$ cat src/rtl/pipeline_stall_ctrl_pkg.sv
// Shared types and default sizing for the pipeline stall controller.
package pipeline_pkg;

    typedef enum logic [1:0] {ST_RUN, ST_MEM_WAIT, ST_HALT} stall_state_t;

    localparam int unsigned CNT_W_DEF       = 16;
    localparam int unsigned MEM_TIMEOUT_DEF = 255;
    localparam int unsigned TO_W_DEF        = 8;

endpackage

$ cat src/rtl/pipeline_stall_ctrl_if.sv
// Hazard/branch/memory status into the stall controller and per-stage controls out of it.
interface pipeline_stall_ctrl_if;

    logic hazard_detected;
    logic branch_taken;
    logic mem_req;
    logic mem_ack;

    logic pc_freeze;
    logic IF_ID_freeze;
    logic IF_ID_flush;
    logic ID_EXE_bubble;
    logic EXE_MEM_freeze;
    logic MEM_WB_bubble;

    modport master (
        output hazard_detected, branch_taken, mem_req, mem_ack,
        input  pc_freeze, IF_ID_freeze, IF_ID_flush, ID_EXE_bubble,
               EXE_MEM_freeze, MEM_WB_bubble
    );

    modport slave (
        input  hazard_detected, branch_taken, mem_req, mem_ack,
        output pc_freeze, IF_ID_freeze, IF_ID_flush, ID_EXE_bubble,
               EXE_MEM_freeze, MEM_WB_bubble
    );

endinterface

$ cat src/rtl/pipeline_stall_ctrl_sat_counter.sv
// Saturating up-counter with synchronous clear; clear wins over increment.
module sat_counter #(
    parameter int unsigned W = 16
) (
    input  logic         clk,
    input  logic         rst_n,
    input  logic         clr,
    input  logic         inc,
    output logic [W-1:0] q
);

    always_ff @(posedge clk or negedge rst_n) begin
        if (!rst_n) begin
            q <= '0;
        end else if (clr) begin
            q <= '0;
        end else if (inc && (q != '1)) begin
            q <= q + W'(1);
        end
    end

endmodule

$ cat src/rtl/pipeline_stall_ctrl.sv
// Turns ID hazards, EXE branch resolution and MEM handshake into per-stage
// freeze/bubble/flush controls; owns the memory-wait FSM and stall/flush counters.
module pipeline_stall_ctrl
    import pipeline_pkg::*;
#(
    parameter int unsigned CNT_W       = CNT_W_DEF,
    parameter int unsigned MEM_TIMEOUT = MEM_TIMEOUT_DEF,
    parameter int unsigned TO_W        = TO_W_DEF
) (
    input  logic                  clk,
    input  logic                  rst_n,
    pipeline_stall_ctrl_if.slave  ctl,
    input  logic                  cnt_clr,
    output logic                  halted,
    output logic [CNT_W-1:0]      stall_cnt,
    output logic [CNT_W-1:0]      flush_cnt
);

    stall_state_t    state, state_nxt;
    logic [TO_W-1:0] wait_cnt, wait_nxt;

    logic pc_frz, ifid_frz, ifid_fl, idexe_bub, exemem_frz, memwb_bub, halt_q;
    logic mem_hold, advance;

    always_ff @(posedge clk or negedge rst_n) begin
        if (!rst_n) begin
            state    <= ST_RUN;
            wait_cnt <= '0;
        end else begin
            state    <= state_nxt;
            wait_cnt <= wait_nxt;
        end
    end

    always_comb begin
        state_nxt  = state;
        wait_nxt   = wait_cnt;
        mem_hold   = 1'b0;
        advance    = 1'b0;
        halt_q     = 1'b0;
        pc_frz     = 1'b0;
        ifid_frz   = 1'b0;
        ifid_fl    = 1'b0;
        idexe_bub  = 1'b0;
        exemem_frz = 1'b0;
        memwb_bub  = 1'b0;

        case (state)
            ST_RUN: begin
                if (ctl.mem_req && !ctl.mem_ack) begin
                    mem_hold  = 1'b1;
                    state_nxt = ST_MEM_WAIT;
                    wait_nxt  = TO_W'(1);
                end else begin
                    advance = 1'b1;
                end
            end
            ST_MEM_WAIT: begin
                if (!ctl.mem_ack) begin
                    mem_hold = 1'b1;
                    wait_nxt = wait_cnt + TO_W'(1);
                    if (wait_cnt == TO_W'(MEM_TIMEOUT)) begin
                        state_nxt = ST_HALT;
                    end
                end else begin
                    advance   = 1'b1;
                    state_nxt = ST_RUN;
                    wait_nxt  = '0;
                end
            end
            ST_HALT: begin
                mem_hold = 1'b1;
                halt_q   = 1'b1;
            end
            default: begin
                state_nxt = ST_RUN;
                wait_nxt  = '0;
            end
        endcase

        // Memory hold and halt freeze the front end and drain MEM/WB with NOPs.
        if (mem_hold) begin
            pc_frz     = 1'b1;
            ifid_frz   = 1'b1;
            exemem_frz = 1'b1;
            memwb_bub  = 1'b1;
        end else if (advance) begin
            if (ctl.branch_taken) begin
                ifid_fl   = 1'b1;
                idexe_bub = 1'b1;
            end else if (ctl.hazard_detected) begin
                pc_frz    = 1'b1;
                ifid_frz  = 1'b1;
                idexe_bub = 1'b1;
            end
        end
    end

    // Controls are combinational, so they are gated to keep them low while reset is held.
    assign ctl.pc_freeze      = rst_n & pc_frz;
    assign ctl.IF_ID_freeze   = rst_n & ifid_frz;
    assign ctl.IF_ID_flush    = rst_n & ifid_fl;
    assign ctl.ID_EXE_bubble  = rst_n & idexe_bub;
    assign ctl.EXE_MEM_freeze = rst_n & exemem_frz;
    assign ctl.MEM_WB_bubble  = rst_n & memwb_bub;
    assign halted             = rst_n & halt_q;

    sat_counter #(.W(CNT_W)) u_stall_cnt (
        .clk   (clk),
        .rst_n (rst_n),
        .clr   (cnt_clr),
        .inc   (pc_frz),
        .q     (stall_cnt)
    );

    sat_counter #(.W(CNT_W)) u_flush_cnt (
        .clk   (clk),
        .rst_n (rst_n),
        .clr   (cnt_clr),
        .inc   (ifid_fl),
        .q     (flush_cnt)
    );

endmodule
$ cat src/flat_wrapper.sv
// flat-port wrapper written by rule: the top's interface ports become plain ports
module pipeline_stall_ctrl_flat import pipeline_pkg::*;
#(
    parameter int unsigned CNT_W       = CNT_W_DEF,
    parameter int unsigned MEM_TIMEOUT = MEM_TIMEOUT_DEF,
    parameter int unsigned TO_W        = TO_W_DEF
)
  (clk, rst_n, cnt_clr, halted, stall_cnt, flush_cnt, ctl_hazard_detected, ctl_branch_taken, ctl_mem_req, ctl_mem_ack, ctl_pc_freeze, ctl_IF_ID_freeze, ctl_IF_ID_flush, ctl_ID_EXE_bubble, ctl_EXE_MEM_freeze, ctl_MEM_WB_bubble);
  pipeline_stall_ctrl_if ctl_i ();
  input  logic clk;
  input  logic rst_n;
  input  logic cnt_clr;
  output logic halted;
  output logic [CNT_W-1:0] stall_cnt;
  output logic [CNT_W-1:0] flush_cnt;
  input wire logic [$bits(ctl_i.hazard_detected)-1:0] ctl_hazard_detected;
  input wire logic [$bits(ctl_i.branch_taken)-1:0] ctl_branch_taken;
  input wire logic [$bits(ctl_i.mem_req)-1:0] ctl_mem_req;
  input wire logic [$bits(ctl_i.mem_ack)-1:0] ctl_mem_ack;
  output wire logic [$bits(ctl_i.pc_freeze)-1:0] ctl_pc_freeze;
  output wire logic [$bits(ctl_i.IF_ID_freeze)-1:0] ctl_IF_ID_freeze;
  output wire logic [$bits(ctl_i.IF_ID_flush)-1:0] ctl_IF_ID_flush;
  output wire logic [$bits(ctl_i.ID_EXE_bubble)-1:0] ctl_ID_EXE_bubble;
  output wire logic [$bits(ctl_i.EXE_MEM_freeze)-1:0] ctl_EXE_MEM_freeze;
  output wire logic [$bits(ctl_i.MEM_WB_bubble)-1:0] ctl_MEM_WB_bubble;
  assign ctl_i.hazard_detected = ctl_hazard_detected;
  assign ctl_i.branch_taken = ctl_branch_taken;
  assign ctl_i.mem_req = ctl_mem_req;
  assign ctl_i.mem_ack = ctl_mem_ack;
  assign ctl_pc_freeze = ctl_i.pc_freeze;
  assign ctl_IF_ID_freeze = ctl_i.IF_ID_freeze;
  assign ctl_IF_ID_flush = ctl_i.IF_ID_flush;
  assign ctl_ID_EXE_bubble = ctl_i.ID_EXE_bubble;
  assign ctl_EXE_MEM_freeze = ctl_i.EXE_MEM_freeze;
  assign ctl_MEM_WB_bubble = ctl_i.MEM_WB_bubble;
  pipeline_stall_ctrl #(.CNT_W(CNT_W), .MEM_TIMEOUT(MEM_TIMEOUT), .TO_W(TO_W)) u_core (.clk(clk), .rst_n(rst_n), .ctl(ctl_i), .cnt_clr(cnt_clr), .halted(halted), .stall_cnt(stall_cnt), .flush_cnt(flush_cnt));
endmodule
$ cat config.mk
export PLATFORM = sky130hd
export DESIGN_NAME = pipeline_stall_ctrl_flat
export DESIGN_NICKNAME = d
export VERILOG_FILES = /design/src/rtl/pipeline_stall_ctrl_pkg.sv /design/src/rtl/pipeline_stall_ctrl_if.sv /design/src/rtl/pipeline_stall_ctrl_sat_counter.sv /design/src/rtl/pipeline_stall_ctrl.sv /design/src/flat_wrapper.sv
export SDC_FILE = /design/constraint.sdc
export NUM_CORES = 1
export LEC_CHECK = 0
export ABC_AREA = 1
export CORE_ASPECT_RATIO = 2
export CORE_MARGIN = 2
export CORE_UTILIZATION = 54
export DETAILED_ROUTE_END_ITERATION = 10
export PLACE_DENSITY = 0.92
export SLEW_MARGIN = 20
export SYNTH_ARGS = -nofsm -noshare
export SYNTH_HDL_FRONTEND = slang
export SYNTH_HIERARCHICAL = 1
export SYNTH_SLANG_ARGS = --single-unit
$ cat constraint.sdc
create_clock -name clk -period 2 [get_ports clk]
set_clock_uncertainty 0.15 [all_clocks]
set_input_delay 0.2 -clock clk [delete_from_list [all_inputs] [get_ports clk]]
set_output_delay 0.2 -clock clk [all_outputs]
set_load 0.01 [all_outputs]
==> results.ini <==
[global_routing]
grt_start_max_net_pins = 23
antenna_found_initial = 0
grt-ovfl-total = 0
grtUsageTotal_pct = 28.30
grt_pass1_wl_um = 12170
grt_pass1_vias = 2890

[route]
drc = 0
first_pass_iters = 4
wl_per_cell_um = 14.82
drtAntennaViolNets = 0
routed_via_density = 5.694
routed_wirelength_um = 7456
drt_iter0_markers = 116
dr_total_vias = 2864

[clocking]
cts_buffers = 5
root_buffer = clkbuf_8
clk_pin_slew_ns = 0.09
clk_path_buf_depth = 2
clkLatencyLatePin_ns = 0.30
cts_tree = done
htreeDepth = 2
clock-sinks = 42

[critical_path]
path_delay_family = buffers and inverters
critPathMaxFanout = 3
cp.required_ns = 1.65
arrival_ns = 1.60
endpoint_kind = output pin
cp_slowest_cell = dfrtp_1
path_class = flip-flop to output pin
path_cells = buf_4 -> nor2_2 -> nand2_1 -> nand2_2 -> inv_1 -> nor2_1 -> clkdlybuf4s15_1
max_stage_delay_ns = 0.43
reg2reg_depth = 11
path_buf_inv = 3
cp-start-kind = flip-flop
critical_path_depth = 7

[yosys]
synth-edff-count = 0
syn-cell-area_mm2 = 0.002751
yosysTopAreaCellShare_pct = 38.20
yosysMostFrequentCell = nand2_1
synth_seq_cells = 42
synth.net_count = 395
synth_top_area_cell = dfrtp_1
netlist_top_cells_area = dfrtp_1, nand2_1, nand3_1
yosys-top-cells-count = nand2_1, dfrtp_1, nor2_1, nand3_1, inv_1
synthFlopType = dfrtp_1
syn_avg_cell_area_um2 = 7.146
ys_async_sr_fraction_pct = 100.0
yosysUniqueCellTypes = 31
yosysSeqAreaShare_pct = 38.20
synthCells = 385
yosys_warnings = 6

[power_and_ir_drop]
powerDensity_mw_per_mm2 = 519.4
vdd_ir_drop_max_uv = 748.2
p_leak_nw = 1.624

[floorplan]
start_util_pct = 56.04
die_y_um = 104.9
rows = 36
ioPinCount = 46
dieArea_mm2 = 0.005717
core-area_mm2 = 0.004910
die_w_um = 54.48

[timing]
fmax_mhz = 513.6
fin_crit_sh_pct = 97.34
slew_headroom_pct = 72.60
setup_violations = 0
fin_setup_tns_ns = 0
fin_hold_ws_ns = 0.3642
tightest_slew_ns = 0.4079
hold_viol_final = 0
timing.final.crit_period_ns = 1.947
grt_setup_unrepaired = false
slew_viol_final = 0

[finish]
drive_above_1_share_pct = 13.45
final_util_pct = 70.13
diodes = 0
final_area_mm2 = 0.003443
area.growth.synth_to_final_pct = 25.15
finalNetCount = 455

[place]
portBuffers = 45
post_dp_cell_area_mm2 = 0.003289
gp_congestion = 0.8836
hpwl_um = 5498

[outcome]
outcome = complete, no violations

[hold_path]
hold_class = input port to async pin

[job]
drv_cap = 0

==> routing by layer <==
layer  GRT usage (%)  vias to the layer above  wire [µm]
li1                -                     1356          -
met1           27.74                     1329       2585
met2           50.69                      139       4153
met3           3.857                       40        360
met4           18.04                        0        356
met5               0                        -          0
==> path summary, 6_finish.rpt <==
kind	startpoint	to	slack [ns]
setup / recovery	u_core/state[1]$_DFFE_PN0P_	ctl_ID_EXE_bubble	0.05
hold / removal	rst_n	u_core/u_stall_cnt/q[2]$_DFFE_PN0P_	0.36
setup reg to reg	u_core/state[1]$_DFFE_PN0P_	u_core/u_flush_cnt/q[12]$_DFFE_PN0P_	0.08
hold reg to reg	u_core/wait_cnt[0]$_DFFE_PN0P_	u_core/wait_cnt[0]$_DFFE_PN0P_	0.40
max in group asynchronous	rst_n	u_core/wait_cnt[5]$_DFFE_PN0P_	1.09
min in group clk	u_core/wait_cnt[0]$_DFFE_PN0P_	u_core/wait_cnt[0]$_DFFE_PN0P_	0.40
==> cell type report <==
type / count / area [µm²]
inverter: 37 / 143.9
clock inverter: 3 / 68.82
multi-input combinational: 297 / 1481
timing repair buffer: 62 / 558.0
sequential: 42 / 1051
clock buffer: 5 / 68.82
tap: 57 / 71.32
fill: 377 / 1466
==> timing repair <==
item | in CTS | in global routing
pin swaps | 0 | 0
endpoints found under the hold margin | 42 | 0
buffers inserted | 2 | 0
resized for setup | 8 | 8
hold buffers | 1 | 0
setup endpoints to repair | 6 | 8
==> metrics by stage <==
stage                     setup WS (ns)  power, mW  cells
after floorplan                  0.1977     0.9203    385
after global placement          -0.1683     0.9856    492
after CTS                      -0.02023      1.804    503
final                           0.05312      1.789    503
after detailed placement        -0.1925     0.9888    492
after global routing           0.001221      1.845    503
==> where the power goes <==
part           switching, mW  internal, mW
registers            0.00639         0.853
logic                 0.0671        0.0440
clock network          0.318         0.500
==> sequential cells by signal, summed over array words and instances, names as in the netlist <==
register,cells
u_core/state,2
u_core/wait_cnt,8
u_core/u_stall_cnt/q,16
u_core/u_flush_cnt/q,16
==> logic make-up after synthesis <==
kind of cell,Yosys count,share of synthesized area (%)
compound gates,28,6.503
xor+xnor,10,3.183
fa+ha+maj,3,1.364
buf+inv,46,8.276
flops,42,38.20
simple gates,256,42.47
==> worst register-to-register path, cell delays in order, from the launching register on <==
cell     delay (ns)
dfrtp_1        0.43
buf_4          0.16
nor2_2         0.11
nand2_1        0.08
nand2_2        0.08
inv_1          0.08
nor2_1         0.19
inv_1          0.08
nor2_1         0.16
buf_4          0.18
nand3_1        0.10
nand2_1        0.07
==> cell usage in the layout, fill, tap and decap left out, types with 4 or more instances in the layout <==
cell type | synthesis | final
nand2_1 | 139 | 139
dfrtp_1 | 42 | 42
nor2_1 | 40 | 40
clkdlybuf4s50_1 | 0 | 38
nand3_1 | 32 | 32
inv_1 | 31 | 31
nand4_1 | 22 | 22
buf_4 | 2 | 16
o21ai_0 | 13 | 12
nand2_2 | 6 | 6
xor2_1 | 6 | 6
clkbuf_8 | 0 | 5
nor2_4 | 5 | 5
inv_2 | 4 | 4
o21ai_1 | 3 | 4
a21oi_1 | 5 | 4
nand2_4 | 4 | 4
xnor2_1 | 4 | 4
o21bai_1 | 4 | 4
No activity file was read; power rests on OpenSTA's default activity.
